<file path="src/rtl/blink_pkg.sv">
// rtl/blink_pkg.sv - shared types and constants for the LED pattern sequencer
package blink_pkg;
  localparam int LED_W = 8;
  localparam int DUR_W = 8;

  typedef enum logic [1:0] {IDLE, RUN, DONE} state_e;

  // One pattern entry: LED mask shown for dur ticks; dur == 0 terminates the pattern.
  typedef struct packed {
    logic [LED_W-1:0] mask;
    logic [DUR_W-1:0] dur;
  } step_t;
endpackage

</file>
<file path="src/rtl/blink_scheduler_if.sv">
// rtl/blink_scheduler_if.sv - table programming, playback control and LED status bundle
interface blink_scheduler_if #(
  parameter int STEPS = 8
);
  import blink_pkg::*;
  localparam int AW = $clog2(STEPS);

  logic             cfg_we;
  logic [AW-1:0]    cfg_addr;
  logic [LED_W-1:0] cfg_mask;
  logic [DUR_W-1:0] cfg_dur;
  logic             cfg_ready;
  logic             start;
  logic             stop;
  logic             loop_en;
  logic [LED_W-1:0] led;
  logic             busy;
  logic             done;
  logic [AW-1:0]    step_idx;
  logic             tick;

  modport master (
    output cfg_we, cfg_addr, cfg_mask, cfg_dur, start, stop, loop_en,
    input  cfg_ready, led, busy, done, step_idx, tick
  );

  modport slave (
    input  cfg_we, cfg_addr, cfg_mask, cfg_dur, start, stop, loop_en,
    output cfg_ready, led, busy, done, step_idx, tick
  );
endinterface

</file>
<file path="src/rtl/tick_prescaler.sv">
// rtl/tick_prescaler.sv - free-running 0..PRESCALE-1 counter with a one-cycle tick on the last count
module tick_prescaler #(
  parameter int PRESCALE = 1000,
  parameter int PS_W     = 16
) (
  input  logic clk,
  input  logic rst,
  input  logic en,
  output logic tick
);
  localparam logic [PS_W-1:0] LAST = PS_W'(PRESCALE - 1);

  logic [PS_W-1:0] cnt_q, cnt_d;

  always_comb begin
    cnt_d = cnt_q;
    if (!en || cnt_q == LAST) begin
      cnt_d = '0;
    end else begin
      cnt_d = cnt_q + PS_W'(1);
    end
  end

  always_ff @(posedge clk) begin
    if (rst) begin
      cnt_q <= '0;
    end else begin
      cnt_q <= cnt_d;
    end
  end

  assign tick = en && (cnt_q == LAST);
endmodule

</file>
<file path="src/rtl/blink_scheduler.sv">
// rtl/blink_scheduler.sv - replays a programmable {mask, duration} table onto the LED bank
module blink_scheduler
  import blink_pkg::*;
#(
  parameter int STEPS    = 8,
  parameter int PRESCALE = 1000,
  parameter int PS_W     = 16,
  localparam int AW      = $clog2(STEPS)
) (
  input logic              clk,
  input logic              rst,
  blink_scheduler_if.slave bus
);
  step_t            table_q [STEPS];
  state_e           state_q, state_d;
  logic [AW-1:0]    idx_q, idx_d;
  logic [DUR_W-1:0] remain_q, remain_d;
  logic [LED_W-1:0] led_q, led_d;

  logic          tick;
  logic          wr_en;
  step_t         entry0;
  step_t         nxt_entry;
  logic [AW-1:0] nxt;
  logic          last_step;

  tick_prescaler #(.PRESCALE(PRESCALE), .PS_W(PS_W)) u_prescaler (
    .clk (clk),
    .rst (rst),
    .en  (state_q == RUN),
    .tick(tick)
  );

  assign wr_en = bus.cfg_we && (state_q != RUN);

  // A same-cycle write to entry 0 must be what the starting run sees.
  always_comb begin
    entry0 = table_q[0];
    if (wr_en && bus.cfg_addr == '0) begin
      entry0.mask = bus.cfg_mask;
      entry0.dur  = bus.cfg_dur;
    end
  end

  assign nxt       = idx_q + AW'(1);
  assign nxt_entry = table_q[nxt];
  assign last_step = (idx_q == AW'(STEPS - 1)) || (nxt_entry.dur == '0);

  always_comb begin
    state_d  = state_q;
    idx_d    = idx_q;
    remain_d = remain_q;
    led_d    = led_q;
    case (state_q)
      IDLE: begin
        led_d = '0;
        if (bus.start && !bus.stop) begin
          if (entry0.dur != '0) begin
            state_d  = RUN;
            idx_d    = '0;
            remain_d = entry0.dur;
            led_d    = entry0.mask;
          end else begin
            state_d = DONE;
          end
        end
      end
      RUN: begin
        if (bus.stop) begin
          state_d  = IDLE;
          idx_d    = '0;
          remain_d = '0;
          led_d    = '0;
        end else if (tick) begin
          if (remain_q > DUR_W'(1)) begin
            remain_d = remain_q - DUR_W'(1);
          end else if (!last_step) begin
            idx_d    = nxt;
            remain_d = nxt_entry.dur;
            led_d    = nxt_entry.mask;
          end else if (bus.loop_en) begin
            idx_d    = '0;
            remain_d = table_q[0].dur;
            led_d    = table_q[0].mask;
          end else begin
            state_d  = DONE;
            remain_d = '0;
            led_d    = '0;
          end
        end
      end
      DONE: begin
        state_d  = IDLE;
        idx_d    = '0;
        remain_d = '0;
        led_d    = '0;
      end
      default: begin
        state_d  = IDLE;
        idx_d    = '0;
        remain_d = '0;
        led_d    = '0;
      end
    endcase
  end

  always_ff @(posedge clk) begin
    if (rst) begin
      state_q  <= IDLE;
      idx_q    <= '0;
      remain_q <= '0;
      led_q    <= '0;
    end else begin
      state_q  <= state_d;
      idx_q    <= idx_d;
      remain_q <= remain_d;
      led_q    <= led_d;
    end
  end

  always_ff @(posedge clk) begin
    if (rst) begin
      for (int i = 0; i < STEPS; i++) begin
        table_q[i] <= '0;
      end
    end else if (wr_en) begin
      table_q[bus.cfg_addr] <= {bus.cfg_mask, bus.cfg_dur};
    end
  end

  assign bus.led       = led_q;
  assign bus.busy      = (state_q == RUN);
  assign bus.done      = (state_q == DONE);
  assign bus.cfg_ready = (state_q != RUN);
  assign bus.step_idx  = idx_q;
  assign bus.tick      = tick;
endmodule

</file>
<file path="src/flat_wrapper.sv">
// flat-port wrapper written by rule: the top's interface ports become plain ports
module blink_scheduler_flat import blink_pkg::*;
#(
  parameter int STEPS    = 8,
  parameter int PRESCALE = 1000,
  parameter int PS_W     = 16,
  localparam int AW      = $clog2(STEPS)
)
  (clk, rst, bus_cfg_we, bus_cfg_addr, bus_cfg_mask, bus_cfg_dur, bus_start, bus_stop, bus_loop_en, bus_cfg_ready, bus_led, bus_busy, bus_done, bus_step_idx, bus_tick);
  blink_scheduler_if #(.STEPS(STEPS)) bus_i ();
  input logic clk;
  input logic rst;
  input wire logic [$bits(bus_i.cfg_we)-1:0] bus_cfg_we;
  input wire logic [$bits(bus_i.cfg_addr)-1:0] bus_cfg_addr;
  input wire logic [$bits(bus_i.cfg_mask)-1:0] bus_cfg_mask;
  input wire logic [$bits(bus_i.cfg_dur)-1:0] bus_cfg_dur;
  input wire logic [$bits(bus_i.start)-1:0] bus_start;
  input wire logic [$bits(bus_i.stop)-1:0] bus_stop;
  input wire logic [$bits(bus_i.loop_en)-1:0] bus_loop_en;
  output wire logic [$bits(bus_i.cfg_ready)-1:0] bus_cfg_ready;
  output wire logic [$bits(bus_i.led)-1:0] bus_led;
  output wire logic [$bits(bus_i.busy)-1:0] bus_busy;
  output wire logic [$bits(bus_i.done)-1:0] bus_done;
  output wire logic [$bits(bus_i.step_idx)-1:0] bus_step_idx;
  output wire logic [$bits(bus_i.tick)-1:0] bus_tick;
  assign bus_i.cfg_we = bus_cfg_we;
  assign bus_i.cfg_addr = bus_cfg_addr;
  assign bus_i.cfg_mask = bus_cfg_mask;
  assign bus_i.cfg_dur = bus_cfg_dur;
  assign bus_i.start = bus_start;
  assign bus_i.stop = bus_stop;
  assign bus_i.loop_en = bus_loop_en;
  assign bus_cfg_ready = bus_i.cfg_ready;
  assign bus_led = bus_i.led;
  assign bus_busy = bus_i.busy;
  assign bus_done = bus_i.done;
  assign bus_step_idx = bus_i.step_idx;
  assign bus_tick = bus_i.tick;
  blink_scheduler #(.STEPS(STEPS), .PRESCALE(PRESCALE), .PS_W(PS_W)) u_core (.clk(clk), .rst(rst), .bus(bus_i));
endmodule
</file>
<file path="config.mk">
export PLATFORM = sky130hd
export DESIGN_NAME = blink_scheduler_flat
export DESIGN_NICKNAME = d
export VERILOG_FILES = /design/src/rtl/blink_pkg.sv /design/src/rtl/blink_scheduler_if.sv /design/src/rtl/tick_prescaler.sv /design/src/rtl/blink_scheduler.sv /design/src/flat_wrapper.sv
export SDC_FILE = /design/constraint.sdc
export NUM_CORES = 1
export LEC_CHECK = 0
export CORE_MARGIN = 2
export CORE_UTILIZATION = 50
export CTS_CLUSTER_SIZE = 40
export DETAILED_ROUTE_END_ITERATION = 7
export PLACE_DENSITY = 0.68
export SLEW_MARGIN = 20
export SYNTH_ARGS = -nofsm -noshare
export SYNTH_HDL_FRONTEND = slang
export SYNTH_SLANG_ARGS = --single-unit
</file>
<file path="constraint.sdc">
create_clock -name clk -period 4.5 [get_ports clk]
set_input_delay 0.9 -clock clk [delete_from_list [all_inputs] [get_ports clk]]
set_output_delay 0.9 -clock clk [all_outputs]
set_load 0.02 [all_outputs]
</file>
==> impl_metrics.py <==
metrics = {
    "run_status": {
        "status": "finished clean",
    },
    "cts": {
        "h-tree-depth": 4,
        "cts_buffers": 17,
        "clk_latency_ns": 0.43,
        "path_clk_slew_ns": 0.07,
        "cts_setup_buffers": 0,
        "tritoncts": "built",
        "cts.path.max_buffers": 2,
        "cts_resized": 0,
        "cts_root_buffer": "clkbuf_16",
        "cts_sinks": 165,
        "cts_hold_buf": 0,
    },
    "setup_path": {
        "critPathCaptureType": "output port",
        "cp_num_buf_inv": 1,
        "cp.arrival_ns": 2.82,
        "max_stage_delay_ns": 0.62,
        "path_cells": "ha_1, or4b_2, nor3_1, nand3_1, nor2_1, clkdlybuf4s50_1",
        "reg2reg_setup_slack_ns": 1.00,
        "critPathTopFamily": "simple AND/OR/NAND/NOR gates",
        "setup.worst_path.start_class": "register",
        "slowest_stage": "clkdlybuf4s50_1",
        "required_ns": 3.60,
        "critPathKind": "reg -> out",
        "r2r-start": "u_core.bus.step_idx[1]",
        "reg2reg_to": "u_core.bus.led[0]",
        "worst-r2r-cell-count": 10,
        "cp_max_fo": 5,
    },
    "logic_synthesis": {
        "yosys.area.top_type": "edfxtp_1",
        "synth_edf_count": 128,
        "syn_area_um2": 8270,
        "synth_cell_types": 63,
        "synth.net_count": 681,
        "synth_top_area_share_pct": 46.5,
        "yosys_warnings": 0,
        "ys_seq_elements": 165,
        "async_flop_share_pct": 0,
        "syn_inst": 651,
        "yosys-top-cells-count": "and2_1, edfxtp_1, nor2_1, dfxtp_1, mux2i_1",
        "ys_seq_area_share_pct": 55.4,
        "avgSynthCellArea_um2": 12.7,
        "yosysMostFrequentCell": "and2_1",
        "ys.flop_type": "edfxtp_1",
        "synth_top_cells_by_area": "edfxtp_1, and2_1, dfxtp_1",
    },
    "min_path": {
        "min_from": "u_core.u_prescaler.cnt_q[0]",
        "whs_path_depth": 1,
        "hp-class": "reg -> reg",
        "whs_endpoint": "u_core.u_prescaler.cnt_q[0]",
    },
    "power": {
        "pwr-share-comb_pct": 10.3,
        "p_per_area_nw_per_um2": 380,
        "p_switching_mw": 0.914,
        "p_total_mw": 3.62,
        "p_int_mw": 2.70,
        "p_seq_share_pct": 48.0,
        "p_leak_nw": 3.36,
        "power_frac_clock_pct": 41.6,
        "p_sw_share_pct": 25.3,
        "ir_worst_vdd_uv": 265,
    },
    "die": {
        "die-area_um2": 17600,
        "start_util_pct": 50.6,
        "die_w_um": 133,
        "rows": 47,
        "ios": 40,
        "die_height_um": 133,
        "coreArea_um2": 16300,
    },
    "final_layout": {
        "nNetsFinal": 725,
        "fill_cells": 1364,
        "regArea_um2": 4590,
        "area_growth_pct": 15.0,
        "fin_util_pct": 58.2,
        "antenna_cells": 0,
        "multi_input_area_um2": 3470,
        "final_area_um2": 9510,
        "drive_above_1_share_pct": 15.5,
    },
    "drt": {
        "via_per_inst": 5.83,
        "post-route-drc-count": 0,
        "firstDrtPassIters": 5,
        "routedWlPerCell_um": 21.0,
        "wirelength_um": 19500,
        "vias": 5414,
        "dr.first_iter.drc_count": 473,
        "final_antenna_net_count": 0,
    },
    "timing": {
        "max_slew_margin_pct": 43.7,
        "timing.final.crit_period_ns": 3.72,
        "worstMarginPinSlew_ns": 0.845,
        "finalMaxSlewViolations": 0,
        "rsz0062_at_grt": "false",
        "max_freq_ghz": 0.269,
        "hold_viol_final": 0,
        "finalSetupViolations": 0,
        "fin_crit_sh_pct": 82.7,
        "fin_setup_tns_ns": 0,
        "finClkSkew_ns": 0.0104,
    },
    "global_routing": {
        "antenna_found_initial": 0,
        "grt_usage_pct": 23.1,
        "grt_pass1_vias": 5442,
        "grt_pass1_wl_um": 31000,
        "grt_max_degree": 36,
        "grt_overflow": 0,
    },
    "flow_run": {
        "maxCapViolCount": 0,
    },
    "placement": {
        "dp.final_hpwl_um": 13500,
        "dpl-instance-area_um2": 8890,
        "gp_congestion": 0.944,
        "io_buffers": 39,
    },
}
[state kept, by name (all words and copies together) (netlist names)]
| signal | flops |
|---|---|
| u_core.table_q | 128 |
| u_core.u_prescaler.cnt_q | 16 |
| u_core.bus.led | 8 |
| u_core.remain_q | 8 |
| u_core.bus.step_idx | 3 |
| u_core.state_q | 2 |
[final cells by class]
type / instances / area share [%]
timing repair buffer: 57 / 5.53
clock inverter: 15 / 2.00
inverter: 9 / 0.355
sequential: 165 / 48.2
multi-input combinational: 445 / 36.5
clock buffer: 17 / 4.47
tap: 220 / 2.89
[cells by family after synthesis]
family                     synth area share (%)
xor gates and xnor gates                   2.12
adders and majority gates                 0.756
muxes                                      13.5
DFF                                        55.4
buffers and inverters                      2.62
and+or+nand+nor                            19.3
AOI/OAI and AO/OA                          6.28
[cells in the final DEF (no fill, tap or decap), drive strengths merged, types with 3 or more instances in the layout]
master         synthesis  final
a21oi                 19     19
o21ai                 12     12
xor2                   9      9
nand2                 31     31
clkinv                 0      6
o22ai                  4      4
mux2i                 36     36
mux4                  32     32
nor2                  44     44
nand3                 11     11
nor3                  12     12
nor4                   6      6
a2bb2oi                8      8
clkbuf                19     17
and4b                  3      3
clkdlybuf4s50          0     39
inv                    9     16
or4                    5      5
and2                 129    129
xnor2                 11     11
nand2b                11     11
or3                    4      4
ha                     5      5
a31oi                  8      8
edfxtp               128    128
buf                   13     18
nand4                  3      3
a211o                  3      3
o211ai                 8      8
dfxtp                 37     37
or2                    9      9
[worst max path at each step]
stage / depth (start not counted) / startpoint / slack, ns / end
global placement: 8 / bus_cfg_addr[1] / 0.88 / u_core.bus.led[3]
CTS: 6 / u_core.u_prescaler.cnt_q[0] / 0.75 / bus_tick
floorplan: 11 / u_core.bus.step_idx[0] / 1.73 / u_core.bus.led[0]
detailed placement: 8 / bus_cfg_addr[1] / 0.81 / u_core.bus.led[1]
global route: 6 / u_core.u_prescaler.cnt_q[0] / 0.56 / bus_tick
finish: 6 / u_core.u_prescaler.cnt_q[0] / 0.78 / bus_tick
[through the flow]
stage,hold slack [ns],cells,worst slack [ns]
2_1_floorplan,0.430,651,1.73
3_3_place_gp,0.443,896,0.880
3_5_place_dp,0.448,896,0.810
4_1_cts,0.464,928,0.753
5_1_grt,0.484,928,0.564
6_report,0.461,928,0.778
[power groups by stage]
stage / sequential [mW] / combinational (mW) / clock [mW]
2_1_floorplan: 1.76 / 0.250 / 0
3_3_place_gp: 1.77 / 0.366 / 0
3_5_place_dp: 1.77 / 0.370 / 0
4_1_cts: 1.74 / 0.372 / 1.52
5_1_grt: 1.74 / 0.403 / 1.57
6_report: 1.74 / 0.373 / 1.51
[per-layer routing]
metal,vias to the layer above,part of all wire (%),global-route usage [%]
met2,173,46,35.8
met4,0,1.2,6.45
met5,-,0,0
met3,23,5.5,4.71
li1,2498,-,-
met1,2720,47,33.5
(Power assumes the default switching activity.)
